===== src/rtl/ctrl_pkg.sv =====
// ctrl_pkg: opcodes, sequencer state encoding and instruction field positions
// shared by the control sequencer and its PC sub-module.
package ctrl_pkg;
    typedef enum logic [2:0] {S_IDLE, S_FETCH, S_DECODE, S_EXEC, S_WB, S_HALT} state_t;
    localparam logic [3:0] OP_NOP = 4'h0;
    localparam logic [3:0] OP_JMP = 4'hE;
    localparam logic [3:0] OP_HLT = 4'hF;
    localparam int OP_LSB   = 12;
    localparam int Q0_LSB   = 8;
    localparam int Q1_LSB   = 4;
    localparam int DEST_LSB = 0;
    function automatic logic [3:0] field(input logic [15:0] ir, input int lsb);
        return ir[lsb +: 4];
    endfunction
endpackage


===== src/rtl/control_sequencer_if.sv =====
// control_sequencer_if: instruction-memory fetch bus (request/address out, ack/data back).
interface control_sequencer_if #(parameter int ADDR_W = 12);
    logic              imem_req;
    logic [ADDR_W-1:0] imem_addr;
    logic              imem_ack;
    logic [15:0]       imem_data;
    modport master (output imem_req, imem_addr, input imem_ack, imem_data);
    modport slave  (input imem_req, imem_addr, output imem_ack, imem_data);
endinterface


===== src/rtl/seq_pc.sv =====
// seq_pc: program counter with increment (wrapping at 2^ADDR_W), jump load and sync reset.
module seq_pc #(parameter int ADDR_W = 12) (
    input  logic              clk,
    input  logic              rst,
    input  logic              inc_i,
    input  logic              load_i,
    input  logic [ADDR_W-1:0] load_val_i,
    output logic [ADDR_W-1:0] pc_o
);
    logic [ADDR_W-1:0] pc_q, pc_d;
    always_comb pc_d = load_i ? load_val_i : inc_i ? pc_q + 1'b1 : pc_q;
    always_ff @(posedge clk) pc_q <= rst ? '0 : pc_d;
    assign pc_o = pc_q;
endmodule


===== src/rtl/control_sequencer.sv =====
// control_sequencer: fetch/decode/exec/writeback sequencer for a 16-bit instruction stream.
// Define SEQ_JUMP_EN to make opcode 0xE a PC jump; otherwise 0xE behaves as NOP.
module control_sequencer
    import ctrl_pkg::*;
#(
    parameter int ADDR_W = 12
) (
    input  logic                       clk,
    input  logic                       rst,
    input  logic                       run,
    control_sequencer_if.master        imem,
    output logic [3:0]                 rf_raddr0,
    output logic [3:0]                 rf_raddr1,
    output logic [3:0]                 alu_op,
    output logic                       rf_we,
    output logic [3:0]                 rf_waddr,
    output logic [ADDR_W-1:0]          pc,
    output logic                       halted
);
    state_t      state_q, state_d;
    logic [15:0] ir_q, ir_d;
    logic        pc_inc, pc_load;
    logic [3:0]  op;
    assign op = field(ir_q, OP_LSB);
    always_comb begin
        state_d = state_q;
        ir_d    = ir_q;
        pc_inc  = 1'b0;
        pc_load = 1'b0;
        case (state_q)
            S_IDLE:   state_d = run ? S_FETCH : S_IDLE;
            S_FETCH: if (imem.imem_ack) begin
                ir_d    = imem.imem_data;
                pc_inc  = 1'b1;
                state_d = S_DECODE;
            end
            S_DECODE: state_d = S_EXEC;
            S_EXEC: begin
`ifdef SEQ_JUMP_EN
                pc_load = op == OP_JMP;
`endif
                state_d = (op == OP_NOP || op == OP_JMP) ? S_FETCH : op == OP_HLT ? S_HALT : S_WB;
            end
            S_WB:     state_d = S_FETCH;
            S_HALT:   state_d = S_HALT;
            default:  state_d = S_IDLE;
        endcase
    end
    always_ff @(posedge clk) begin
        if (rst) begin
            state_q <= S_IDLE;
            ir_q    <= '0;
        end else begin
            state_q <= state_d;
            ir_q    <= ir_d;
        end
    end
    // Jump target is the low ADDR_W bits of the 12-bit Q0/Q1/DEST immediate.
    seq_pc #(.ADDR_W(ADDR_W)) u_pc (
        .clk        (clk),
        .rst        (rst),
        .inc_i      (pc_inc),
        .load_i     (pc_load),
        .load_val_i (ir_q[ADDR_W-1:0]),
        .pc_o       (pc)
    );
    assign imem.imem_req  = state_q == S_FETCH;
    assign imem.imem_addr = pc;
    assign rf_we          = state_q == S_WB;
    assign halted         = state_q == S_HALT;
    assign alu_op         = op;
    assign rf_raddr0      = field(ir_q, Q0_LSB);
    assign rf_raddr1      = field(ir_q, Q1_LSB);
    assign rf_waddr       = field(ir_q, DEST_LSB);
endmodule


===== src/flat_wrapper.sv =====
// flat-port wrapper written by rule: the top's interface ports become plain ports
module control_sequencer_flat import ctrl_pkg::*;
#(
    parameter int ADDR_W = 12
)
  (clk, rst, run, rf_raddr0, rf_raddr1, alu_op, rf_we, rf_waddr, pc, halted, imem_imem_req, imem_imem_addr, imem_imem_ack, imem_imem_data);
  control_sequencer_if #(.ADDR_W(ADDR_W)) imem_i ();
  input  logic clk;
  input  logic rst;
  input  logic run;
  output logic [3:0] rf_raddr0;
  output logic [3:0] rf_raddr1;
  output logic [3:0] alu_op;
  output logic rf_we;
  output logic [3:0] rf_waddr;
  output logic [ADDR_W-1:0] pc;
  output logic halted;
  output wire logic [$bits(imem_i.imem_req)-1:0] imem_imem_req;
  output wire logic [$bits(imem_i.imem_addr)-1:0] imem_imem_addr;
  input wire logic [$bits(imem_i.imem_ack)-1:0] imem_imem_ack;
  input wire logic [$bits(imem_i.imem_data)-1:0] imem_imem_data;
  assign imem_imem_req = imem_i.imem_req;
  assign imem_imem_addr = imem_i.imem_addr;
  assign imem_i.imem_ack = imem_imem_ack;
  assign imem_i.imem_data = imem_imem_data;
  control_sequencer #(.ADDR_W(ADDR_W)) u_core (.clk(clk), .rst(rst), .run(run), .imem(imem_i), .rf_raddr0(rf_raddr0), .rf_raddr1(rf_raddr1), .alu_op(alu_op), .rf_we(rf_we), .rf_waddr(rf_waddr), .pc(pc), .halted(halted));
endmodule

===== config.mk =====
export PLATFORM = sky130hd
export DESIGN_NAME = control_sequencer_flat
export DESIGN_NICKNAME = d
export VERILOG_FILES = /design/src/rtl/ctrl_pkg.sv /design/src/rtl/control_sequencer_if.sv /design/src/rtl/seq_pc.sv /design/src/rtl/control_sequencer.sv /design/src/flat_wrapper.sv
export SDC_FILE = /design/constraint.sdc
export NUM_CORES = 1
export LEC_CHECK = 0
export CORE_MARGIN = 2
export CORE_UTILIZATION = 38
export CTS_CLUSTER_DIAMETER = 60
export DETAILED_ROUTE_END_ITERATION = 8
export PLACE_DENSITY = 0.78
export REMOVE_ABC_BUFFERS = 1
export SLEW_MARGIN = 15
export SYNTH_ARGS = -nofsm -noshare
export SYNTH_HDL_FRONTEND = slang
export SYNTH_SLANG_ARGS = --single-unit

===== constraint.sdc =====
create_clock -name clk -period 1.3 [get_ports clk]
set_input_delay 0.325 -clock clk [delete_from_list [all_inputs] [get_ports clk]]
set_output_delay 0.325 -clock clk [all_outputs]
set_load 0.02 [all_outputs]

==> reports/results.ini, run 1 <==
[final_layout]
final_common_cell=buf_4
most-common-layout-cells=buf_4 (32), nand2_1 (30), dfxtp_1 (23), clkdlybuf4s50_1 (18), nor2_1 (13)
area_delta_synth_final_pct=86.9
layout.filler_cells=242
final_nets=286
multi_input_gate_area_sq_um=881
drive_above_1_share_pct=47.0
n_antenna_cell=0
sequential_cell_area_sq_um=641
finish.cell_count_without_fillers=314

[floorplan]
number_of_top_level_pins=63
core_region_area_sq_um=3660
chipHeight_um=65.9
fp.dieArea_sq_um=4340
floorplan.die.width_um=65.9
start_util_pct=39.8
num_rows=22

[job]
drv.max_cap_violation_count=0

[grt]
grt.overflow.total=0
first_global_vias=1399
grt_use_total_pct=19.1
grt_pass1_wl_mm=6.35
grt_start_max_net_pins=31
antenna_found_initial=0

[power]
ir_worst_vdd_mv=0.746
power.density_nw_per_um2=885
total_leakage_power_uw=0.00124
post-layout-total-power_uw=2410

[setup_path]
worstPathMaxFanout=6
timing.setup.critical_path_class=reg -> reg
critPathLaunchType=register
cp_slowest_cell=and4bb_4
critical-path-top-cell-by-count=buf_6
worst-endpoint-required_ns=1.47
critical_path_buf_inv_count=2
path_cells=buf_6 -> buf_6 -> and4bb_4 -> nand4_1 -> xor2_1 -> nor2_1
crit_path_max_incr_delay_ns=0.42
reg2reg_setup_slack_ns=-0.23
crit_family=simple AND/OR/NAND/NOR gates
setup.worst_path.end_class=register
worstPathArrival_ns=1.69

[timing]
min_period_ns=1.53
worstMarginPinSlew_ns=0.387
fin_skew_ns=0.00793
rsz0062_at_grt=true
max_slew_margin_pct=74.2
setup_viol=32
fin_crit_sh_pct=117
final-max-slew-violation-count=0
finalWorstSetupSlack_ns=-0.227
clock.fmax_ghz=0.655
endpoints_failing_hold=0

[synth]
synth_sequential_area_ratio_pct=42.6
synthDistinctLibCells=31
post_synth_instance_area_sq_um=1460
syn_inst=171
yosysWarnings=0
postSynthAreaPerCell_sq_um=8.52
yosys_register_bits=31

[routing]
initialDrtViolationCount=54
antenna_violating_nets_post_route=0
post_drt_via_cell_ratio=4.95
avgRoutedWirePerCell_um=14.8
drt-pass1-iter-count=4
via_count=1554
final_wirelength_mm=4.64
drcViolationCount=0

[outcome]
run_status=finished with violations
failed_checks=negative setup slack

[clock_network]
tritoncts=built
ctsRootBufferMaster=clkbuf_8
cts_inserted_buffers=5
postCtsHoldBufs=0
clock_tree_buf_depth=2
cts.clk_slew.worst_paths_ns=0.07
clock-sinks=31
htree_num_levels=2
worstSkewPairLatency_ns=0.29

[placement]
gp_routability_congestion=0.839
placement.setup.worst_slack_ns=-0.500
io_buffer_count=62
place_inst=286
place.detailed.hpwl_mm=2.45

[worst_hold_path]
hold_path.class=reg -> reg

==> layer usage <==
layer  global-route usage, %  share of wire (%)
met1                    21.8                 40
met2                    35.0                 51
met3                    3.58                5.8
met4                    7.03                2.7
met5                       0                  0
==> where the power goes <==
part / internal [uW] / switching (uW)
clock network: 483 / 365
registers: 985 / 30.0
logic: 291 / 255
==> worst min-delay path, delay by kind of cell (launching register included) <==
family | cells | cell delay, ns
flops | 1 | 0.30
simple gates | 1 | 0.06
compound gates | 1 | 0.04
==> state kept, by name (all words and copies together), names as in the netlist <==
register / flops
u_core.u_pc.pc_o: 12
u_core.state_q: 3
u_core.ir_q: 16
==> Yosys cell counts <==
cell / number / area, sq um
nand3b_1: 1 / 7.51
nand4_1: 3 / 18.8
nor2b_1: 1 / 6.26
nor3_1: 3 / 15.0
and3b_1: 1 / 8.76
buf_4: 15 / 113
ha_1: 1 / 12.5
dfxtp_1: 31 / 621
nand3b_4: 1 / 20.0
nand2_1: 41 / 154
or3b_2: 1 / 8.76
buf_1: 1 / 3.75
nor3_2: 1 / 10.0
or3_1: 1 / 6.26
xnor2_1: 7 / 61.3
nand3_1: 4 / 20.0
nor4_2: 4 / 50.1
and4bb_1: 1 / 12.5
buf_2: 1 / 5.00
nand2b_1: 3 / 18.8
inv_1: 1 / 3.75
buf_6: 2 / 22.5
nand4b_4: 1 / 23.8
a211oi_1: 1 / 7.51
o21ai_0: 3 / 15.0
a21oi_1: 21 / 105
xor2_1: 3 / 26.3
nor2_1: 13 / 48.8
nor3b_2: 1 / 12.5
mux2_1: 1 / 11.3
clkbuf_1: 2 / 7.51
==> kinds of logic after synthesis <==
family                   synth area share (%)
flip-flops                               42.6
XOR/XNOR                                 6.01
buffers and inverters                    10.7
multiplexers                            0.773
adder cells (fa/ha/maj)                 0.859
AO/OA/AOI/OAI                            8.76
AND/OR/NAND/NOR                          30.3
==> per-stage QoR <==
stage                     utilization [%]  hold WS [ns]  area (sq um)  TNS [ns]
final                                74.3         0.452          2720     -3.90
after global routing                 74.3         0.473          2720     -5.75
after CTS                            70.6         0.453          2580     -2.73
after detailed placement             60.3         0.447          2210    -12.27
after global placement               60.3         0.442          2210    -11.12
after floorplan                         -         0.394          1310     -5.81
==> path summary, 6_finish.rpt <==
| check | startpoint | to | cells past startpoint |
|---|---|---|---|
| hold reg to reg | u_core.ir_q[4] | u_core.ir_q[4] | 2 |
| setup reg to reg | u_core.state_q[1] | u_core.u_pc.pc_o[3] | 6 |
| hold / removal | u_core.ir_q[4] | u_core.ir_q[4] | 2 |
| setup / recovery | u_core.state_q[1] | u_core.u_pc.pc_o[3] | 6 |
==> what timing repair did <==
item / 4_1_cts / 5_1_grt
pin swaps: 18 / 29
gates cloned: 3 / 1
gates resized for setup: 124 / 63
setup buffers: 11 / 7
setup endpoints to repair: 71 / 53
endpoints found under the hold margin: 0 / 0
==> cell type report <==
type                       instances  share of cell area [%]
timing repair buffer             108                    38.1
multi-input combinational        118                    32.4
sequential                        31                    23.5
clock buffer                       8                    3.68
tap                               48                    2.21
inverter                           1                   0.138
Power figures use the tool's default switching activity.
==> run 2, diff against run 1 <==
--- a/config.mk
+++ b/config.mk
@@ -6,10 +6,10 @@
 export NUM_CORES = 1
 export LEC_CHECK = 0
 export CORE_MARGIN = 2
-export CORE_UTILIZATION = 38
+export CORE_UTILIZATION = 45
 export CTS_CLUSTER_DIAMETER = 60
 export DETAILED_ROUTE_END_ITERATION = 8
-export PLACE_DENSITY = 0.78
+export PLACE_DENSITY = 0.87
 export REMOVE_ABC_BUFFERS = 1
 export SLEW_MARGIN = 15
 export SYNTH_ARGS = -nofsm -noshare
==> constraint.sdc (replaced) <==
create_clock -name clk -period 1.8 [get_ports clk]
set_input_delay 0.45 -clock clk [delete_from_list [all_inputs] [get_ports clk]]
set_output_delay 0.45 -clock clk [all_outputs]
set_load 0.02 [all_outputs]
==> run 2 against run 1 <==
- clock skew down 0.0044 ns
- largest power group unchanged
- register-to-register slack better by 0.59 ns
- critical path depth down 4
- clock power down 55%
- worst setup slack better by 0.28 ns
- the run now ends clean
==> reports/results.ini, run 2 (synthesis results as in run 1) <==
[outcome]
run_status=finished clean

[grt]
grt_start_max_net_pins=20  ; -35%
grt.overflow.total=0  ; unchanged
grt_use_total_pct=18.9  ; -0.23 points
first_global_vias=1168  ; -17%
grt_pass1_wl_mm=5.18  ; -18%
antenna_found_initial=0  ; unchanged

[final_layout]
final_common_cell=nand2_1
area_delta_synth_final_pct=46.6
layout.filler_cells=255  ; +5.4%
most-common-layout-cells=nand2_1 (41), clkdlybuf4s50_1 (36), dfxtp_1 (29), a21oi_1 (21), dlygate4sd2_1 (19)
postLayoutCoreUtil_pct=69.3  ; -5.0 points
final_nets=253  ; -12%
drive_above_1_share_pct=12.9  ; -34 points
largest_register=u_core.ir_q
n_antenna_cell=0  ; unchanged
largest_register_ffs=16  ; unchanged

[job]
drv.max_cap_violation_count=0  ; unchanged

[placement]
gp_routability_congestion=0.774  ; -7.8%
io_buffer_count=62  ; unchanged
place.detailed.hpwl_mm=2.42  ; -1.1%
placement.setup.worst_slack_ns=-0.113  ; +0.387 ns

[setup_path]
timing.setup.critical_path_class=reg -> out
worstPathArrival_ns=1.29  ; -0.40 ns
setup.worst_path.end_class=primary output
critPathLaunchType=register
worst-endpoint-required_ns=1.35  ; -0.12 ns
worstPathMaxFanout=4  ; -2

[floorplan]
chipHeight_um=60.9  ; -7.6%
core_region_area_sq_um=3080  ; -16%
floorplan.die.width_um=60.9  ; -7.6%
start_util_pct=47.3  ; +7.5 points
fp.dieArea_sq_um=3710  ; -15%
num_rows=20  ; -9.1%
number_of_top_level_pins=63  ; unchanged

[clock_network]
clock-sinks=31  ; unchanged
post_cts_resized=22  ; -82%
cts.clk_slew.worst_paths_ns=0.09  ; +0.02 ns
tritoncts=built
clock_tree_buf_depth=2  ; unchanged
ctsRootBufferMaster=clkbuf_4
htree_num_levels=2  ; unchanged
cts_inserted_buffers=5  ; unchanged
postCtsSetupRepairBufs=0  ; -11
postCtsHoldBufs=0  ; unchanged
worstSkewPairLatency_ns=0.33  ; +0.04 ns

[timing]
final-max-slew-violation-count=0  ; unchanged
holdWs_ns=0.456  ; +0.00382 ns
worstMarginPinSlew_ns=0.381  ; -0.00529 ns
setup_viol=0  ; -100%
min_period_ns=1.74
rsz0062_at_grt=false
endpoints_failing_hold=0  ; unchanged
max_slew_margin_pct=74.5  ; +0.34 points
fin_crit_sh_pct=96.8
fin_skew_ns=0.00354  ; -0.00440 ns
clock.fmax_ghz=0.574
finalWorstSetupSlack_ns=0.0573  ; +0.284 ns

[routing]
antenna_violating_nets_post_route=0  ; unchanged
avgRoutedWirePerCell_um=11.6  ; -21%
final_wirelength_mm=3.22  ; -31%
post_drt_via_cell_ratio=4.82  ; -2.6%
drcViolationCount=0  ; unchanged
drt-pass1-iter-count=4  ; unchanged
initialDrtViolationCount=13  ; -76%
via_count=1335  ; -14%

[power]
ir_worst_vdd_mv=0.495  ; -34%
power.density_nw_per_um2=644  ; -27%
total_leakage_power_uw=0.000984  ; -21%

[worst_hold_path]
hold_path.class=reg -> reg

run 2: area by class of cell:
| class | instances | area, sq um | share of cell area [%] |
|---|---|---|---|
| timing repair buffer | 75 | 722 | 33.8 |
| sequential | 31 | 623 | 29.2 |
| clock inverter | 1 | 5.00 | 0.234 |
| clock buffer | 7 | 45.0 | 2.11 |
| multi-input combinational | 118 | 681 | 31.9 |
| inverter | 1 | 3.75 | 0.176 |
| tap | 44 | 55.1 | 2.58 |
run 2: routing by layer:
| metal | part of all wire (%) | vias to the layer above | global-route usage (%) |
|---|---|---|---|
| li1 | - | 678 | - |
| met1 | 41 | 605 | 21.3 |
| met2 | 51 | 45 | 32.6 |
| met3 | 6.1 | 7 | 5.97 |
| met4 | 1.7 | 0 | 8.39 |
| met5 | 0 | - | 0 |
run 2: power by group:
group	switching, uW	total (uW)	internal (uW)
clock network	229	381	152
registers	22.9	736	713
logic	125	259	134
total	376	1380	999
run 2: critical path, cell delays in order, from the launching register on:
cell,delay [ns]
dfxtp_1,0.38
nor3b_2,0.22
dlygate4sd2_1,0.36
run 2: through the flow:
step                TNS [ns]  instances  instance area [sq um]  power [uW]
global placement      -0.164        269                   2090        1010
floorplan                  0        150                   1310         861
finish                     0        277                   2130        1380
detailed placement    -0.483        269                   2090        1020
CTS                        0        277                   2120        1380
global route               0        277                   2130        1440
run 2: worst paths after layout:
path | startpoint | cells past startpoint | slack (ns) | to
worst max-delay path | u_core.state_q[0] | 2 | 0.06 | imem_imem_req
worst min-delay path | u_core.ir_q[11] | 2 | 0.46 | u_core.ir_q[11]
worst max register to register | u_core.state_q[2] | 5 | 0.36 | u_core.u_pc.pc_o[11]
worst min register to register | u_core.ir_q[11] | 2 | 0.46 | u_core.ir_q[11]
